<file path="src/rtl/alu_pipe.sv">
// Handshaked execute-stage ALU: registered single-cycle result/flags on a valid/ready output.
// Define ALU_PIPE_MUL_EN to build the iterative shift-add multiplier (opcode 24).
module alu_pipe #(
  parameter int unsigned DATA_W = 32,
  parameter int unsigned OPC_W  = 6,
  parameter int unsigned TAG_W  = 5
) (
  input  logic              clock,
  input  logic              reset_n,
  input  logic              in_valid,
  output logic              in_ready,
  input  logic [OPC_W-1:0]  in_opc,
  input  logic [DATA_W-1:0] in_a,
  input  logic [DATA_W-1:0] in_b,
  input  logic [TAG_W-1:0]  in_tag,
  output logic              out_valid,
  input  logic              out_ready,
  output logic [DATA_W-1:0] out_result,
  output logic [TAG_W-1:0]  out_tag,
  output logic              out_jump,
  output logic              out_carry,
  output logic              out_illegal
);

  localparam int unsigned SH_W = $clog2(DATA_W);

  localparam logic [4:0] OP_NOP   = 5'd0;
  localparam logic [4:0] OP_ADD   = 5'd1;
  localparam logic [4:0] OP_SUB   = 5'd2;
  localparam logic [4:0] OP_STORE = 5'd3;
  localparam logic [4:0] OP_LOAD  = 5'd4;
  localparam logic [4:0] OP_MOVE  = 5'd5;
  localparam logic [4:0] OP_SGE   = 5'd6;
  localparam logic [4:0] OP_SLE   = 5'd7;
  localparam logic [4:0] OP_SGT   = 5'd8;
  localparam logic [4:0] OP_SLT   = 5'd9;
  localparam logic [4:0] OP_SEQ   = 5'd10;
  localparam logic [4:0] OP_SNE   = 5'd11;
  localparam logic [4:0] OP_AND   = 5'd12;
  localparam logic [4:0] OP_OR    = 5'd13;
  localparam logic [4:0] OP_XOR   = 5'd14;
  localparam logic [4:0] OP_NOT   = 5'd15;
  localparam logic [4:0] OP_MOVEI = 5'd16;
  localparam logic [4:0] OP_SLI   = 5'd17;
  localparam logic [4:0] OP_SRI   = 5'd18;
  localparam logic [4:0] OP_ADDI  = 5'd19;
  localparam logic [4:0] OP_SUBI  = 5'd20;
  localparam logic [4:0] OP_JUMP  = 5'd21;
  localparam logic [4:0] OP_BRA   = 5'd22;

  logic [4:0]        w_op;
  logic              w_hi_zero;
  logic [DATA_W:0]   w_add;
  logic [DATA_W:0]   w_sub;
  logic [DATA_W-1:0] w_res;
  logic              w_jump;
  logic              w_carry;
  logic              w_illegal;
  logic              w_is_mul;
  logic              w_idle;
  logic              w_free;
  logic              w_accept;
  logic              w_load_alu;
  logic              w_load_mul;
  logic [DATA_W-1:0] w_mul_res;
  logic [TAG_W-1:0]  w_mul_tag;

  logic              r_valid;
  logic [DATA_W-1:0] r_result;
  logic [TAG_W-1:0]  r_tag;
  logic              r_jump;
  logic              r_carry;
  logic              r_illegal;

  assign w_op      = in_opc[4:0];
  assign w_hi_zero = ((in_opc >> 5) == '0);
  assign w_add     = {1'b0, in_a} + {1'b0, in_b};
  // Top bit of a + ~b + 1 is the not-borrow flag.
  assign w_sub     = {1'b0, in_a} + {1'b0, ~in_b} + {{DATA_W{1'b0}}, 1'b1};

  always_comb begin
    w_res     = '0;
    w_jump    = 1'b0;
    w_carry   = 1'b0;
    w_illegal = 1'b0;
    if (!w_hi_zero) begin
      w_illegal = 1'b1;
    end else begin
      case (w_op)
        OP_NOP:                            w_res = r_result;
        OP_ADD, OP_STORE, OP_LOAD, OP_ADDI: begin
          w_res   = w_add[DATA_W-1:0];
          w_carry = w_add[DATA_W];
        end
        OP_SUB, OP_SUBI: begin
          w_res   = w_sub[DATA_W-1:0];
          w_carry = w_sub[DATA_W];
        end
        OP_MOVE, OP_MOVEI:                 w_res = in_a;
        OP_SGE:   w_res = {{(DATA_W-1){1'b0}}, (in_a >= in_b)};
        OP_SLE:   w_res = {{(DATA_W-1){1'b0}}, (in_a <= in_b)};
        OP_SGT:   w_res = {{(DATA_W-1){1'b0}}, (in_a > in_b)};
        OP_SLT:   w_res = {{(DATA_W-1){1'b0}}, (in_a < in_b)};
        OP_SEQ:   w_res = {{(DATA_W-1){1'b0}}, (in_a == in_b)};
        OP_SNE:   w_res = {{(DATA_W-1){1'b0}}, (in_a != in_b)};
        OP_AND:   w_res = in_a & in_b;
        OP_OR:    w_res = in_a | in_b;
        OP_XOR:   w_res = in_a ^ in_b;
        OP_NOT:   w_res = ~in_a;
        OP_SLI:   w_res = in_a << in_b[SH_W-1:0];
        OP_SRI:   w_res = in_a >> in_b[SH_W-1:0];
        OP_JUMP: begin
          w_res  = in_a;
          w_jump = 1'b1;
        end
        OP_BRA: begin
          w_res  = in_a;
          w_jump = (in_b != '0);
        end
`ifdef ALU_PIPE_MUL_EN
        5'd24:    w_res = '0;  // result comes from the multiplier FSM
`endif
        default:  w_illegal = 1'b1;
      endcase
    end
  end

  assign w_free     = !r_valid || out_ready;
  assign in_ready   = w_idle && w_free;
  assign w_accept   = in_valid && in_ready;
  assign w_load_alu = w_accept && !w_is_mul;

`ifdef ALU_PIPE_MUL_EN
  localparam int unsigned CNT_W   = SH_W + 1;
  localparam logic [1:0]  ST_IDLE = 2'd0;
  localparam logic [1:0]  ST_MUL  = 2'd1;
  localparam logic [1:0]  ST_DONE = 2'd2;

  logic [1:0]        r_state;
  logic [CNT_W-1:0]  r_cnt;
  logic [DATA_W-1:0] r_mcand;
  logic [DATA_W-1:0] r_mplier;
  logic [DATA_W-1:0] r_prod;
  logic [TAG_W-1:0]  r_mtag;

  assign w_is_mul   = w_hi_zero && (w_op == 5'd24);
  assign w_idle     = (r_state == ST_IDLE);
  assign w_load_mul = (r_state == ST_DONE) && w_free;
  assign w_mul_res  = r_prod;
  assign w_mul_tag  = r_mtag;

  // Only the low DATA_W product bits are kept, so the multiplicand shifts out harmlessly.
  always_ff @(posedge clock or negedge reset_n) begin
    if (!reset_n) begin
      r_state  <= ST_IDLE;
      r_cnt    <= '0;
      r_mcand  <= '0;
      r_mplier <= '0;
      r_prod   <= '0;
      r_mtag   <= '0;
    end else begin
      case (r_state)
        ST_IDLE: begin
          if (w_accept && w_is_mul) begin
            r_state  <= ST_MUL;
            r_cnt    <= '0;
            r_mcand  <= in_a;
            r_mplier <= in_b;
            r_prod   <= '0;
            r_mtag   <= in_tag;
          end
        end
        ST_MUL: begin
          if (r_mplier[0]) r_prod <= r_prod + r_mcand;
          r_mcand  <= r_mcand << 1;
          r_mplier <= r_mplier >> 1;
          if (r_cnt == CNT_W'(DATA_W - 1)) begin
            r_cnt   <= '0;
            r_state <= ST_DONE;
          end else begin
            r_cnt <= r_cnt + CNT_W'(1);
          end
        end
        ST_DONE: begin
          if (w_free) r_state <= ST_IDLE;
        end
        default: r_state <= ST_IDLE;
      endcase
    end
  end
`else
  assign w_is_mul   = 1'b0;
  assign w_idle     = 1'b1;
  assign w_load_mul = 1'b0;
  assign w_mul_res  = '0;
  assign w_mul_tag  = '0;
`endif

  always_ff @(posedge clock or negedge reset_n) begin
    if (!reset_n) begin
      r_valid   <= 1'b0;
      r_result  <= '0;
      r_tag     <= '0;
      r_jump    <= 1'b0;
      r_carry   <= 1'b0;
      r_illegal <= 1'b0;
    end else if (w_load_alu) begin
      r_valid   <= 1'b1;
      r_result  <= w_res;
      r_tag     <= in_tag;
      r_jump    <= w_jump;
      r_carry   <= w_carry;
      r_illegal <= w_illegal;
    end else if (w_load_mul) begin
      r_valid   <= 1'b1;
      r_result  <= w_mul_res;
      r_tag     <= w_mul_tag;
      r_jump    <= 1'b0;
      r_carry   <= 1'b0;
      r_illegal <= 1'b0;
    end else if (out_ready) begin
      r_valid <= 1'b0;
    end
  end

  assign out_valid   = r_valid;
  assign out_result  = r_result;
  assign out_tag     = r_tag;
  assign out_jump    = r_jump;
  assign out_carry   = r_carry;
  assign out_illegal = r_illegal;

endmodule

</file>
<file path="config.mk">
export PLATFORM = sky130hd
export DESIGN_NAME = alu_pipe
export DESIGN_NICKNAME = d
export VERILOG_FILES = /design/src/rtl/alu_pipe.sv
export SDC_FILE = /design/constraint.sdc
export NUM_CORES = 1
export LEC_CHECK = 0
export ABC_AREA = 1
export CAP_MARGIN = 20
export CORE_MARGIN = 3
export CORE_UTILIZATION = 55
export CTS_CLUSTER_DIAMETER = 100
export DETAILED_ROUTE_END_ITERATION = 16
export GPL_ROUTABILITY_DRIVEN = 1
export PLACE_DENSITY = 0.78
export SYNTH_ARGS = -nofsm -noshare
export SYNTH_HDL_FRONTEND = slang
export SYNTH_SLANG_ARGS = --single-unit
export TNS_END_PERCENT = 100
</file>
<file path="constraint.sdc">
create_clock -name clock -period 3.3 [get_ports clock]
set_clock_uncertainty 0.2 [all_clocks]
set_input_delay 0.66 -clock clock [delete_from_list [all_inputs] [get_ports clock]]
set_output_delay 0.66 -clock clock [all_outputs]
set_load 0.02 [all_outputs]
</file>
==> metrics.md <==
| Metric | Value |
|---|---|
| F_max | 308 MHz |
| Synth Register Bits | 41 |
| Asr flop ratio synth | 100% |
| Max incr delay on CP | 0.45 ns |
| Max-Slew Margin vs Limit | 32.6% |
| Die Ht | 153 um |
| CP Max Fanout | 3 |
| MaxCap Viol Count | 0 |
| Area post-placement | 0.0151 mm^2 |
| Layout area overhead | 29.3% |
| Final setup violating endpoints | 0 |
| Crit path DAT | 3.22 ns |
| DPL Wire Length | 47200 um |
| Crit path time final | 3.25 ns |
| Leakage | 8.47 nW |
| Ys flop type | dfrtp_1 |
| Tot Pwr | 0.00352 W |
| Part of the power in the clock network | 16.7% |
| Via count | 17400 |
| Net Switching | 0.00172 W |
| CTS sink cnt | 41 |
| Die Span X | 153 um |
| Yosys top cell area share | 26.9% |
| RSZ-0062 raised after global routing | false |
| # nets final | 2803 |
| Mapped Cells | 2308 |
| Cts bufs inserted | 5 |
| Fin area | 0.0154 mm^2 |
| First drt pass iteration count | 10 |
| Most frequent cells in the layout | nand2_1 (849), nand3_1 (367), buf_4 (275) |
| H-tree depth | 2 |
| Number of diodes | 0 |
| Status | finished clean |
| Vias per cell | 5.99 |
| Yosys cell types | 54 |
| Skew-Pair Late Insertion Delay | 0.29 ns |
| Combinational power share | 67.0% |
| Synth Cell Area | 0.0119 mm^2 |
| Worst Path Required | 3.27 ns |
| Antenna-violating nets left | 0 |
| Crit end category | flip-flop |
| CP Cell Sequence | clkdlybuf4s50_1 -> ha_1 -> fa_1 -> nand2_1 -> buf_4 -> a21oi_1 -> buf_4 -> or2_2 -> nand3_1 -> nand2_1 -> inv_1 -> o2111ai_1 -> o21ai_0 -> nand2_1 |
| Post-synthesis sequential area ratio | 8.64% |
| Syn Nets | 2489 |
| Syn. warnings | 0 |
| CP max-delay cell | clkdlybuf4s50_1 |
| Utilization after layout | 72.6% |
| Antenna violations before repair | 1 |
| Sw Ratio | 49.0% |
| Starting DRT DRC Count | 2953 |
| Detailed Route WL | 57400 um |
| Max VDD drop | 0.216 mV |
| Final Max Tran Viols | 0 |
| Commonest non-fill, non-tap cell in the layout | nand2_1 |
| Most area-consuming cells after synthesis | nand2_1 (27%), nand3_1 (16%), ha_1 (11%), dfrtp_1 (8.6%), inv_1 (8.6%) |
| First-pass GRT wire length | 87700 um |
| Syn_area_per_cell | 5.15 um^2 |
| Period utilization | 98.4% |
| Hold WC Path Type | flip-flop to flip-flop |
| CP Launch Type | input pin |
| Critical path type | input pin to flip-flop |
| Core Box Area | 0.0212 mm^2 |
| Largest net degree at the start of global routing | 66 |
| Seq pwr share | 16.3% |
| CTS max path bufs | 2 |
| Remaining global-route overflow | 0 |
| Starting Density | 56.2% |
| Final hold vios | 0 |
| Internal | 0.00179 W |
| Post-synth EDFFs | 0 |
| Row cnt | 53 |
| Tot GR Track Use | 47.2% |
| Port Buffers | 120 |
| Yosys top cell by area | nand2_1 |
| Vias in the first global route | 16000 |
| DIE AREA | 0.0234 mm^2 |
| Ports | 121 |
| RePlAce Congestion | 1.18 |
| DRC viols | 0 |
| Layout cell share with drive strength beyond 1 | 13.8% |
| Slew @ Worst Pin | 1.01 ns |
| CTS tree | built |
| Avg WL per Cell | 19.8 um |
| CP dominant cell by count | nand2_1 |
| Power Dens Cells | 229 mW/mm^2 |
| Worst-path clk slew | 0.07 ns |
| Root Driver | clkbuf_16 |
-- repair_timing --
| item | in CTS | in global routing |
|---|---|---|
| buffers inserted | 0 | 0 |
| endpoints found under the setup margin | 0 | 10 |
| gates resized for setup | 0 | 19 |
| hold buffers | 0 | 0 |
-- synth_stat cells, types with 18 or more instances --
master      n
a21oi_1    93
buf_2      47
clkbuf_1   29
dfrtp_1    41
ha_1      100
inv_1     271
nand2_1   850
nand3_1   368
nand4_1    19
nor2_1    220
o211ai_1   18
o21ai_0    78
-- stage by stage --
step           hold WS [ns]  instances  setup TNS (ns)  setup slack (ns)
5_1_grt               0.299       2898               0         0.0000129
3_3_place_gp          0.263       2890          -0.365            -0.173
6_report              0.279       2898               0            0.0512
2_1_floorplan         0.164       2308               0             0.354
3_5_place_dp          0.264       2890          -0.893            -0.206
4_1_cts               0.281       2898               0            0.0867
-- final timing paths --
path	slack, ns	startpoint	depth (start not counted)	end
setup / recovery	0.05	in_a[0]	14	out_result[4]$_DFFE_PN0P_
hold / removal	0.28	out_result[23]$_DFFE_PN0P_	2	out_result[23]$_DFFE_PN0P_
setup reg to reg	1.39	out_valid$_DFFE_PN0P_	7	out_result[4]$_DFFE_PN0P_
hold reg to reg	0.28	out_result[23]$_DFFE_PN0P_	2	out_result[23]$_DFFE_PN0P_
max in group asynchronous	1.93	reset_n	1	out_result[22]$_DFFE_PN0P_
min in group asynchronous	0.34	reset_n	1	out_result[0]$_DFFE_PN0P_
-- routing by layer --
metal	global-route usage, %	vias to the layer above	part of all wire, %
met3	10.9	315	14
li1	-	8030	-
met4	32.2	2	9.5
met1	60.1	7545	36
met2	70.9	1474	40
met5	0	-	0.023
-- registers in the layout (all words and copies together), names as in the netlist --
name / count
out_carry: 1
out_jump: 1
out_valid: 1
out_result: 32
out_illegal: 1
out_tag: 5
-- kinds of logic (layout without fill, tap and decap cells) --
| logic type | count (synthesis) | in the layout | share of synthesized area [%] |
|---|---|---|---|
| AND/OR/NAND/NOR | 1527 | 1527 | 54.6 |
| buffers and inverters | 379 | 694 | 13.0 |
| AO/OA/AOI/OAI | 253 | 253 | 12.4 |
| adder cells (fa/ha/maj) | 102 | 102 | 10.9 |
| flip-flops | 41 | 41 | 8.64 |
| multiplexers | 4 | 4 | 0.337 |
| XOR/XNOR | 2 | 2 | 0.147 |
-- layout make-up --
class	instances	area, um^2
well taps	275	344
repair buffers	402	3390
clock buffers	5	125
flip-flops and latches	41	1030
inverters	284	1070
clock inverters	3	46.3
multi-input cells	1888	9360
fillers	1967	5790
-- critical path: cells and delay by family --
| family | cells | cell delay [ns] |
|---|---|---|
| AO/OA/AOI/OAI | 3 | 0.47 |
| AND/OR/NAND/NOR | 5 | 0.64 |
| buffers and inverters | 4 | 0.79 |
| adder cells (fa/ha/maj) | 2 | 0.67 |
-- power groups by stage --
stage / clock (W) / combinational [W] / sequential, W
after global routing: 0.000610 / 0.00252 / 0.000576
final: 0.000589 / 0.00236 / 0.000571
after CTS: 0.000590 / 0.00225 / 0.000571
after detailed placement: 0 / 0.00224 / 0.000580
after global placement: 0 / 0.00221 / 0.000578
after floorplan: 0 / 0.00116 / 0.000630
Note: power is estimated with default switching activity, not from simulation.
